File: config.mk
export PLATFORM = sky130hd
export DESIGN_NAME = mips_writeback_unit
export DESIGN_NICKNAME = d
export VERILOG_FILES = /design/src/rtl/mips_writeback_unit.sv
export SDC_FILE = /design/constraint.sdc
export NUM_CORES = 1
export LEC_CHECK = 0
export ABC_AREA = 1
export BUFFER_PORTS_ARGS = -buffer_cell sky130_fd_sc_hd__clkbuf_2
export CAP_MARGIN = 20
export CORE_MARGIN = 3
export CORE_UTILIZATION = 34
export DETAILED_ROUTE_END_ITERATION = 8
export HOLD_SLACK_MARGIN = 0.08
export PLACE_DENSITY = 0.64
export RECOVER_POWER = 25
export SLEW_MARGIN = 20
export SYNTH_ARGS = -nofsm -noshare
export SYNTH_HDL_FRONTEND = slang
export SYNTH_SLANG_ARGS = --single-unit
File: constraint.sdc
create_clock -name clk -period 3.05 [get_ports clk]
set_clock_uncertainty 0.15 [all_clocks]
set_input_delay 0.305 -clock clk [delete_from_list [all_inputs] [get_ports clk]]
set_output_delay 0.305 -clock clk [all_outputs]
set_load 0.05 [all_outputs]
File: src/rtl/mips_writeback_unit.sv
// mips_writeback_unit
//   Writeback stage feeding both write ports of the dual-write-port register file.
//   Two in-order lanes from MEM/WB have priority on the ports. Mult/div results are
//   queued in a small FIFO and drained into whichever ports the lanes leave idle.
//   All register-file outputs are registered (1-cycle latency).
// Ports
//   clk, rst                     clock, async active-high reset
//   l0_valid/l0_dest/l0_data     lane 0 (older) result
//   l1_valid/l1_dest/l1_data     lane 1 (younger) result
//   ld_valid/ld_dest/ld_data     mult/div result offer; ld_ready accepts
//   write_reg_1/2, write_data_1/2, signal_reg_write_1/2   regfile write ports
//   fifo_count                   occupied FIFO entries
module mips_writeback_unit #(
    parameter int unsigned FIFO_DEPTH = 4
) (
    input  logic                          clk,
    input  logic                          rst,
    input  logic                          l0_valid,
    input  logic [4:0]                    l0_dest,
    input  logic [31:0]                   l0_data,
    input  logic                          l1_valid,
    input  logic [4:0]                    l1_dest,
    input  logic [31:0]                   l1_data,
    input  logic                          ld_valid,
    input  logic [4:0]                    ld_dest,
    input  logic [31:0]                   ld_data,
    output logic                          ld_ready,
    output logic [4:0]                    write_reg_1,
    output logic [31:0]                   write_data_1,
    output logic                          signal_reg_write_1,
    output logic [4:0]                    write_reg_2,
    output logic [31:0]                   write_data_2,
    output logic                          signal_reg_write_2,
    output logic [$clog2(FIFO_DEPTH):0]   fifo_count
);

    localparam int unsigned PW = $clog2(FIFO_DEPTH);
    localparam int unsigned CW = PW + 1;

    logic [4:0]    mem_dest [FIFO_DEPTH];
    logic [31:0]   mem_data [FIFO_DEPTH];
    logic [PW-1:0] head_ptr;
    logic [PW-1:0] tail_ptr;

    logic          l0_live, l1_live, waw;
    logic          p1_lane, p1_fifo, p2_fifo, dup;
    logic [PW-1:0] nxt_ptr, p2_idx;
    logic [CW-1:0] pop_cnt;
    logic          push, store;
    logic          w1_en, w2_en;
    logic [4:0]    w1_reg, w2_reg;
    logic [31:0]   w1_data, w2_data;

    // Full FIFO blocks pushes even if a pop happens the same cycle
    assign ld_ready = (fifo_count < CW'(FIFO_DEPTH)) & ~rst;
    assign push     = ld_valid & ld_ready;
    assign store    = push & (ld_dest != 5'd0);
    assign nxt_ptr  = head_ptr + PW'(1);

    // Port selection: lanes first, FIFO entries fill idle ports oldest-first
    always_comb begin
        l0_live = l0_valid & (l0_dest != 5'd0);
        l1_live = l1_valid & (l1_dest != 5'd0);
        waw     = l0_live & l1_live & (l0_dest == l1_dest);
        p1_lane = l0_live & ~waw;
        p1_fifo = ~p1_lane & (fifo_count != CW'(0));
        p2_fifo = 1'b0;
        if (!l1_live) begin
            p2_fifo = p1_fifo ? (fifo_count >= CW'(2)) : (fifo_count != CW'(0));
        end
        p2_idx  = p1_fifo ? nxt_ptr : head_ptr;
        // Two popped entries to the same register: the younger one (port 2) wins
        dup     = p1_fifo & p2_fifo & (mem_dest[head_ptr] == mem_dest[nxt_ptr]);
        pop_cnt = CW'(p1_fifo) + CW'(p2_fifo);

        w1_en   = p1_lane | (p1_fifo & ~dup);
        w1_reg  = p1_lane ? l0_dest : mem_dest[head_ptr];
        w1_data = p1_lane ? l0_data : mem_data[head_ptr];
        w2_en   = l1_live | p2_fifo;
        w2_reg  = l1_live ? l1_dest : mem_dest[p2_idx];
        w2_data = l1_live ? l1_data : mem_data[p2_idx];
    end

    // FIFO storage; contents need no reset since occupancy is tracked by count
    always_ff @(posedge clk) begin
        if (store) begin
            mem_dest[tail_ptr] <= ld_dest;
            mem_data[tail_ptr] <= ld_data;
        end
    end

    // FIFO pointers and occupancy
    always_ff @(posedge clk or posedge rst) begin
        if (rst) begin
            head_ptr   <= '0;
            tail_ptr   <= '0;
            fifo_count <= '0;
        end else begin
            head_ptr   <= head_ptr + PW'(pop_cnt);
            if (store) tail_ptr <= tail_ptr + PW'(1);
            fifo_count <= fifo_count + CW'(store) - pop_cnt;
        end
    end

    // Registered write ports; idle ports hold address/data
    always_ff @(posedge clk or posedge rst) begin
        if (rst) begin
            write_reg_1        <= '0;
            write_data_1       <= '0;
            signal_reg_write_1 <= 1'b0;
            write_reg_2        <= '0;
            write_data_2       <= '0;
            signal_reg_write_2 <= 1'b0;
        end else begin
            signal_reg_write_1 <= w1_en;
            signal_reg_write_2 <= w2_en;
            if (w1_en) begin
                write_reg_1  <= w1_reg;
                write_data_1 <= w1_data;
            end
            if (w2_en) begin
                write_reg_2  <= w2_reg;
                write_data_2 <= w2_data;
            end
        end
    end

endmodule

# Yosys cells after proc, flatten, opt, wreduce, memory -nomap -nowiden
# Memories as Yosys holds them, arrays and structs flattened.
# Cells that the tools add are included.
# word_totals
reg_bits	83
memories	2
out_inout_bits	80
ramBits	148
# op_classes
n_addsub	6
n_mux	9
n_reduce_logical	4
bitwise	18
order_cmp	2
n_eq_ne	2
# mem_list
memory	depth	word_bits	rd	rd_ports_with_merged_regs	wr	line_no	text
mem_data	4	32	2	0	1	41	logic [31:0] mem_data [FIFO_DEPTH];
mem_dest	4	5	3	0	1	40	logic [4:0] mem_dest [FIFO_DEPTH];
# op_table
op	count
2-to-1 mux 32 bit	2
nonzero test 5 bit	3
bitwise AND 1 bit	12
== test 5 bit	2
2-to-1 mux 5 bit	2
adder 2 x 1 -> 2 bit, second input constant	2
2-to-1 mux 1 bit	4
inverter 1 bit	4
adder 3 x 1 -> 3 bit	1
greater-or-equal comparator 3 x 2 -> 1 bit, second input constant	1
< comparator 3 bit, second input constant	1
nonzero test 3 bit	1
subtractor 3 x 2 -> 3 bit	1
adder 1 x 1 -> 2 bit	1
adder 2 bit	1
2-to-1 mux 2 bit	1
OR 1 bit	2

# Depth between registers and ports, before layout
# Gate-level depths: netlist of the first run.
# logic_depth
depth_word	15
depth_mapped	21
mapped_depth_nobuf	18

# Least setup slack after synthesis of the first run
# No wires, ideal clock.
# synth_path
path_kind	register -> register
from	register fifo_count[2]
to	memory mem_data[0][0] (enable)
stages_incl_launch_ff	4
arrival_ns	3.434
t_required_ns	2.469
setup_slack_ns	-0.966
synth_period_minus_slack_ns	4.016
path_cell_list	dfrtp_1 > nor2_1 > o311ai_2 > nor2_1
# synth_via
elab_chain_len	6
# synth_rtl
element	line_no	text
from (decl)	34	output logic [$clog2(FIFO_DEPTH):0] fifo_count
from (signal assigned)	101	fifo_count <= fifo_count + CW'(store) - pop_cnt;
< comparator 3 bit	55	assign ld_ready = (fifo_count < CW'(FIFO_DEPTH)) & ~rst;
bitwise AND 1 bit	55	
named net ld_ready	27	output logic ld_ready,
bitwise AND 1 bit	56	assign push = ld_valid & ld_ready;
bitwise AND 1 bit	57	assign store = push & (ld_dest != 5'd0);
2-to-1 mux 1 bit	86	if (store) begin
2-to-1 mux 1 bit (not written as such)	88	mem_data[tail_ptr] <= ld_data;
to (decl)	41	
# The timed path passes the listed nets, and every way through them passes these cells.

# Worst setup path in the final report of the first run
# layout_path
from	input l0_dest[1]
to	register fifo_count[2]
# layout_via
elab_chain_len	12
# layout_rtl
element	line_no	text
from (decl)	19	input logic [4:0] l0_dest,
nonzero test 5 bit	62	l0_live = l0_valid & (l0_dest != 5'd0);
bitwise AND 1 bit	62	
bitwise AND 1 bit (2 in a row)	64	waw = l0_live & l1_live & (l0_dest == l1_dest);
inverter 1 bit	65	p1_lane = l0_live & ~waw;
bitwise AND 1 bit *	65	
inverter 1 bit *	66	p1_fifo = ~p1_lane & (fifo_count != CW'(0));
bitwise AND 1 bit *	66	
2-to-1 mux 1 bit	69	p2_fifo = p1_fifo ? (fifo_count >= CW'(2)) : (fifo_count != CW'(0));
2-to-1 mux 1 bit	68	if (!l1_live) begin
adder 1 x 1 -> 2 bit *	74	pop_cnt = CW'(p1_fifo) + CW'(p2_fifo);
subtractor 3 x 2 -> 3 bit *	101	
# Mark *: on every way between the ends. The rest lies on a longest branch, timed or not.
# A chain may end at the register's enable or synchronous reset.

==> summary.md, run 1 <==
| Metric | Value |
|---|---|
| Max Freq | roughly 330 MHz |
| Worst-Skew Late Latency | 540 ps |
| Leakage | 0.00640 uW |
| M1 WL | approximately 15 mm |
| Crit share post-route | 0.999 |
| Syn-to-layout area delta | 30.8% |
| Routed length on met2 | 17.9 mm |
| Pin count of the biggest net entering global routing | 56 |
| Arrival @ worst endpoint | 3310 ps |
| DRT Pass-1 Iters | 5 |
| First-pass GRT wire length | ~57 mm |
| Iteration-0 DRC Markers | around 800 |
| Finish-stage setup viols | 0 |
| Die width | 189 um |
| Peak VDD IR | 457 uV |
| Final net count | roughly 1,700 |
| Total global routing overflow | 0 |
| Dpl hpwl | 22.2 mm |
| Tot GR Track Use | 0.200 |
| CP startpoint kind | input port |
| Root Driver | clkbuf_16 |
| Worst-Margin Slew | ~660 ps |
| Routed length on met3 | about 2.6 mm |
| Non-filler cells, final | around 2,000 |
| Post-synth EDFFs | around 150 |
| Syn Nets | 1,367 |
| Synth Instances | ~1,200 |
| Wirelength per Cell | roughly 18 um |
| Most frequent cell on the critical path | ha_1 |
| Synth Cell Area | 0.0114 mm2 |
| Predominant post-synthesis flop cell | edfxtp_1 |
| Initial antenna violation count | 3 |
| Status | complete, no violations |
| Final Hold Fails | 0 |
| Distinct cell type count after synthesis | 34 |
| Synthesized area per cell | between 9 and 10 um2 |
| Max Slew Vio Count | 0 |
| Slowest stage cell on the critical path | dlygate4sd3_1 |
| Max-Cap Viols | 0 |
| Kind of end point of the critical path | flop |
| Seq/Total Area, Yosys | 0.572 |
| Power Dens Cells | 1030 mW/mm2 |
| CTS Sinks | between 200 and 250 |
| Vias/cell | ~5.2 |
| Setup_tns | 0 ps |
| Clock slew at reported path FFs | 60 ps |
| Vias | 10,307 |
| Slowest stage delay, CP | between 500 and 600 ps |
| Post-route antenna net violation count | 0 |
| RD Place Congestion | 0.805 |
| Core area | 0.0328 mm2 |
| Placed cell count | roughly 1,800 |
| Share of layout cells above drive strength 1 | 0.186 |
| Die area | around 0.036 mm2 |
| Setup CP Type | in2reg |
| Worst path required time | 3310 ps |
| TritonCTS Buffers | 27 |
| Asr flop ratio synth | 0.359 |
| Hold Path Class | in2reg |
| Crit path max fanout | 4 |
| I/O pin total | ~200 |
| Min Tclk post-route | a little over 3000 ps |
| Htree depth | 1 |
| Post-Route WL | between 30 and 40 mm |
| CTS tree | done |
| FF+latch count, synth | between 200 and 250 |
| Top layer in use | met4 |
| Row count | between 60 and 70 |
| Crit path cell chain | dlygate4sd3_1, clkbuf_2, inv_1, nand2_1, nand2_1, nand3_1, nor2_1, nand2_2, nand2_4, inv_2, o21ai_4, nor2_4, ha_1, ha_1, inv_1, ha_1, fa_2, xnor2_2, xor2_1 |
| Synth warnings | 0 |
| Drt drc | 0 |
| Die height | 189 um |
| Slew margin rel. | 0.561 |
| Setup Fix Bufs, Post-CTS | 0 |
| Initial Util | 0.347 |
| Worst-case clock buffer depth | 3 |
| Number of global-route vias before repair | 10,504 |
| Input/output buffers | a little under 200 |
-- power breakdown --
| part | internal [uW] | switching [uW] | total (uW) | leakage, uW |
|---|---|---|---|---|
| sequential | 4060 | 400 | 4460 | 0.00232 |
| clock | 1900 | 1290 | 3200 | 0.000437 |
| combinational | 2060 | 5670 | 7740 | 0.00365 |
-- cell usage after synthesis (2+ instances only) --
master    instances  area share
nand3_1         274        0.12
o21ai_4           2      0.0029
a21boi_0         35       0.023
ha_1              9      0.0099
o21ai_0          74       0.033
buf_1             4      0.0013
buf_2            36       0.016
inv_2             4      0.0013
nand3b_1          2      0.0013
nand2_2          10      0.0055
nor2_1           81       0.027
buf_6            10      0.0099
dfrtp_1          83        0.18
edfxtp_1        148        0.39
o22ai_1          32       0.018
clkbuf_1         31       0.010
a21oi_1           4      0.0018
buf_4             7      0.0046
nand3_2           2      0.0018
o21ai_1           9      0.0040
nand2_1         340        0.11
xnor2_1           5      0.0038
inv_1            24      0.0079
xor2_1            5      0.0038
-- repair_timing --
| action | 4_1_cts | 5_1_grt |
|---|---|---|
| setup endpoints to repair | 0 | 2 |
| hold buffers | 115 | 0 |
| resized for setup | 0 | 8 |
| hold endpoints to repair | 265 | 0 |
-- cell usage in the layout, fill, tap and decap left out, types with 2 or more instances in the layout --
cell           instances
nor2_4                 5
clkbuf_16             27
dfrtp_2                5
a21oi_1                4
nand3_4                2
o21ai_0               73
o21ai_4                3
clkbuf_1              35
buf_12                 5
edfxtp_1             148
ha_1                   9
dfrtp_1               78
clkinv_4               2
xor2_1                 5
nor2_2                 2
buf_4                 33
clkinvlp_4             2
inv_4                  2
o21ai_1                8
nand3_2                2
nand2_2               12
nand3_1              273
diode_2                2
nand2_4                2
nor2_1                74
nand3b_1               2
bufinv_16              3
clkbuf_2             161
a21boi_0              35
dlygate4sd3_1        115
clkinv_2               6
inv_1                 23
xnor2_1                3
inv_2                  4
clkinv_1               5
o22ai_1               32
nand2_1              337
xnor2_2                2
inv_6                  4
-- area by class of cell --
type | instances | area, um2
Multi-Input combinational cell | 892 | 4370
Timing Repair Buffer | 348 | 2430
Sequential cell | 231 | 6530
Tap cell | 442 | 553
Antenna cell | 2 | 5.00
Inverter | 30 | 123
Fill cell | 3100 | 17900
Clock buffer | 29 | 693
Clock inverter | 21 | 198
-- per-stage QoR --
step	instance area (um2)	setup WS [ps]	power, uW	util	hold WS [ps]
floorplan	11400	16.2	9920	-	254
global route	14900	-79.3	16300	0.455	178
detailed placement	12900	28.3	12100	0.392	262
global placement	12900	84.5	11900	0.392	257
finish	14900	1.85	15400	0.455	154
CTS	14900	21.5	15400	0.455	146
-- cell families (layout without fill, tap and decap cells) --
| group | after synthesis | after routing | synth area share |
|---|---|---|---|
| AOI/OAI and AO/OA | 160 | 160 | 0.0851 |
| xor gates and xnor gates | 10 | 10 | 0.00769 |
| adders and majority gates | 10 | 10 | 0.0116 |
| buffers and inverters | 118 | 428 | 0.0524 |
| DFF | 231 | 231 | 0.572 |
| other | 0 | 2 | 0 |
| and+or+nand+nor | 712 | 712 | 0.271 |
-- final timing paths --
path | slack, ps | start | cells past startpoint | to
max | 2 | l0_dest[1] | 19 | fifo_count[2]
min | 150 | ld_valid | 4 | tail_ptr[1]
max reg2reg | 270 | fifo_count[2] | 14 | fifo_count[2]
min reg2reg | 350 | write_reg_2[1] | 2 | write_reg_2[1]
max in group asynchronous | 1860 | rst | 4 | write_data_2[15]
min in group asynchronous | 240 | rst | 3 | write_reg_2[4]
-- critical path, delay by kind of cell --
family,cells,cell delay (ps)
compound gates,1,160
xor+xnor,2,280
fa+ha+maj,4,1120
buf+inv,5,880
simple gates,7,570
-- layer usage --
metal | GRT usage | vias to the layer above
met3 | 0.0307 | 109
li1 | - | 4874
met2 | 0.348 | 472
met5 | 0 | -
met1 | 0.249 | 4852
met4 | 0.0805 | 0
-- state kept, by name (all words and copies together), names as in the netlist --
name and cells:
fifo_count 3, tail_ptr 2, head_ptr 2, write_data_1 32, write_data_2 32, signal_reg_write_2 1
mem_dest 20, write_reg_2 5, mem_data 128, write_reg_1 5, signal_reg_write_1 1
Power figures use the tool's default switching activity.
==> run 2: changes to the inputs <==
- REMOVE_ABC_BUFFERS: not set -> 1
==> summary.md, run 2 (synthesis results as in run 1) <==
| Metric | Value |
|---|---|
| Final net count | 1,659 (was 1,656) |
| Die area | 0.0357 mm2 (unchanged) |
| Routed length on met3 | 2.65 mm (was 2.61 mm) |
| Htree depth | 1 (unchanged) |
| Drt drc | 0 (unchanged) |
| CTS Sinks | 231 (unchanged) |
| I/O pin total | 196 (unchanged) |
| Final Hold Fails | 0 (unchanged) |
| Setup Fix Bufs, Post-CTS | 0 (unchanged) |
| Initial Util | 0.347 (unchanged) |
| Worst path required time | 3310 ps (about the same) |
| Fill cell count | 3,145 (was 3,100) |
| Final worst slack | 202 ps (was 1.85 ps) |
| FF-to-FF path depth | 13 (was 14) |
| Setup slack after placement | -49.0 ps (was 28.3 ps) |
| Crit path max fanout | 3 (was 4) |
| Wirelength per Cell | 18.7 um (was 18.4 um) |
| Vias | 10,340 (was 10,307) |
| Crit share post-route | 0.934 (was 0.999) |
| Arrival @ worst endpoint | 3110 ps (was 3310 ps) |
| Hold path depth | 4 (unchanged) |
| Worst-Margin Slew | 817 ps (was 658 ps) |
| R2r startpoint | fifo_count[1] (was fifo_count[2]) |
| M1 WL | 15.7 mm (was 14.7 mm) |
| Power Dens Cells | 1040 mW/mm2 (was 1030 mW/mm2) |
| Multi-input logic area | 0.00439 mm2 (was 0.00437 mm2) |
| Status | complete, no violations (unchanged) |
| Top layer in use | met5 (was met4) |
| Post-Route WL | 37.2 mm (was 36.7 mm) |
| RD Place Congestion | 0.843 (was 0.805) |
| Share of layout cells above drive strength 1 | 0.184 (was 0.186) |
| PnR Total Power | 15,500 uW (was 15,400 uW) |
| Routed length on met2 | 17.5 mm (was 17.9 mm) |
| Iteration-0 DRC Markers | 775 (was 783) |
| Post-route antenna net violation count | 0 (unchanged) |
| Peak VDD IR | 481 uV (was 457 uV) |
| Fin area | 0.0149 mm2 (about the same) |
| Initial antenna violation count | 3 (unchanged) |
| Finish-stage setup viols | 0 (unchanged) |
| Clock slew at reported path FFs | 60 ps (about the same) |
| Min Tclk post-route | 2850 ps (was 3050 ps) |
| Die height | 189 um (unchanged) |
| Number of global-route vias before repair | 10,402 (was 10,504) |
| Max-Cap Viols | 0 (unchanged) |
| Util after Layout | 0.455 (about the same) |
| Vias/cell | 5.18 (was 5.17) |
| Setup_tns | 0 ps (unchanged) |
| Root Driver | clkbuf_16 (unchanged) |
| Slowest stage delay, CP | 620 ps (was 560 ps) |
| Slowest stage cell on the critical path | dlygate4sd3_1 (unchanged) |
| Leakage | 0.00640 uW (about the same) |
| Tot GR Track Use | 0.203 (was 0.200) |
| Input/output buffers | 195 (unchanged) |
| Max Freq | 351 MHz (was 328 MHz) |
| Kind of end point of the critical path | flop (unchanged) |
| Dpl hpwl | 23.0 mm (was 22.2 mm) |
| TritonCTS Buffers | 26 (was 27) |
| Crit path cell chain | dlygate4sd3_1, nor2_2, nand3b_1, nand2_2, inv_2, nand2_2, nand2_4, inv_2, o21ai_4, nor2_4, ha_4, ha_1, inv_1, ha_1, fa_2, xnor2_2, xor2_1 (was dlygate4sd3_1, clkbuf_2, inv_1, nand2_1, nand2_1, nand3_1, nor2_1, nand2_2, nand2_4, inv_2, o21ai_4, nor2_4, ha_1, ha_1, inv_1, ha_1, fa_2, xnor2_2, xor2_1) |
| Cell Area, Placed | 0.0129 mm2 (about the same) |
| First-pass GRT wire length | 57.6 mm (was 56.6 mm) |
| Pin count of the biggest net entering global routing | 68 (was 56) |
| Register area | 0.00652 mm2 (was 0.00653 mm2) |
| Total global routing overflow | 0 (unchanged) |
| Commonest non-fill, non-tap cells in the layout | 335 x nand2_1, 273 x nand3_1, 160 x clkbuf_2 (was 337 x nand2_1, 273 x nand3_1, 161 x clkbuf_2) |
| Syn-to-layout area delta | 31.0% (was 30.8%) |
| CP startpoint kind | input port (unchanged) |
| Worst-case clock buffer depth | 3 (unchanged) |
| Max reg flops | 128 (unchanged) |
| Unrepaired setup endpoints after global routing | no |
| Row count | 66 (unchanged) |
| Die width | 189 um (unchanged) |
| Hold EP | signal_reg_write_2 (was tail_ptr[1]) |
| Hold Path Class | in2reg (unchanged) |
| R2R Setup Slk | 250 ps (was 270 ps) |
| Leading cell type in the layout, fill and taps excluded | nand2_1 (unchanged) |
| DRT Pass-1 Iters | 6 (was 5) |
| Hold Startpoint | l1_valid (was ld_valid) |
| Core area | 0.0328 mm2 (unchanged) |
| Worst-Skew Late Latency | 530 ps (was 540 ps) |
| Largest Register | mem_data (unchanged) |
| CTS tree | done (unchanged) |
| Slew margin rel. | 0.455 (was 0.561) |
| RR Endpoint | fifo_count[2] (unchanged) |
| Max Slew Vio Count | 0 (unchanged) |
| Registers with the most flip-flops | mem_data: 128 flops, write_data_1: 32 flops, write_data_2: 32 flops (unchanged) |
| Setup CP Type | in2reg (unchanged) |
==> run 2: cell count changes in the layout (fill, tap and decap cells not counted), sizes merged <==
cell	previous run	this run
diode	2	1
dlygate4sd3	115	116
clkinv	13	9
inv	33	30
buf	38	42
clkbuf	224	225
bufinv	3	5
==> run 2: through the flow <==
step                hold slack (ps)  cells
floorplan                       254   1153
global route                    105   1995
CTS                             106   1995
finish                          103   1995
global placement                220   1832
detailed placement              230   1832
==> run 2: layout make-up <==
type	instances	share of cell area
clock buffers	31	0.0463
flip-flops and latches	231	0.437
repair buffers	352	0.164
clock inverters	16	0.0137
inverters	30	0.00821
diodes	1	0.000168
multi-input cells	892	0.294
well taps	442	0.0370
==> run 2: how the worst max path moves through the flow <==
stage | start | endpoint | slack [ps] | depth (start not counted)
3_3_place_gp | l0_dest[0] | fifo_count[2] | 70 | 16
5_1_grt | l1_dest[4] | fifo_count[2] | 50 | 17
6_report | l1_dest[2] | fifo_count[2] | 200 | 17
2_1_floorplan | l1_dest[2] | write_data_1[0] | -2490 | 17
3_5_place_dp | l1_dest[3] | fifo_count[2] | -50 | 18
4_1_cts | l1_dest[2] | fifo_count[2] | 8 | 17
==> run 2: what timing repair did <==
action,4_1_cts,5_1_grt
hold buffers,116,0
gates resized for setup,0,9
endpoints found under the setup margin,0,2
endpoints found under the hold margin,257,0
==> run 2: layer usage <==
metal / GRT usage / vias up
met3: 0.0294 / 101
met4: 0.0793 / 4
met5: 0 / -
met2: 0.335 / 455
met1: 0.271 / 4909
li1: - / 4871
==> run 2: worst max-delay path, delay by kind of cell <==
| kind | cells | cell delay [ps] |
|---|---|---|
| fa+ha+maj | 4 | 1040 |
| buf+inv | 4 | 790 |
| simple gates | 6 | 610 |
| xor+xnor | 2 | 290 |
| compound gates | 1 | 60 |
==> run 2: power breakdown <==
part           switching, uW  internal (uW)
sequential               383           4060
combinational           5730           2090
clock                   1250           2030
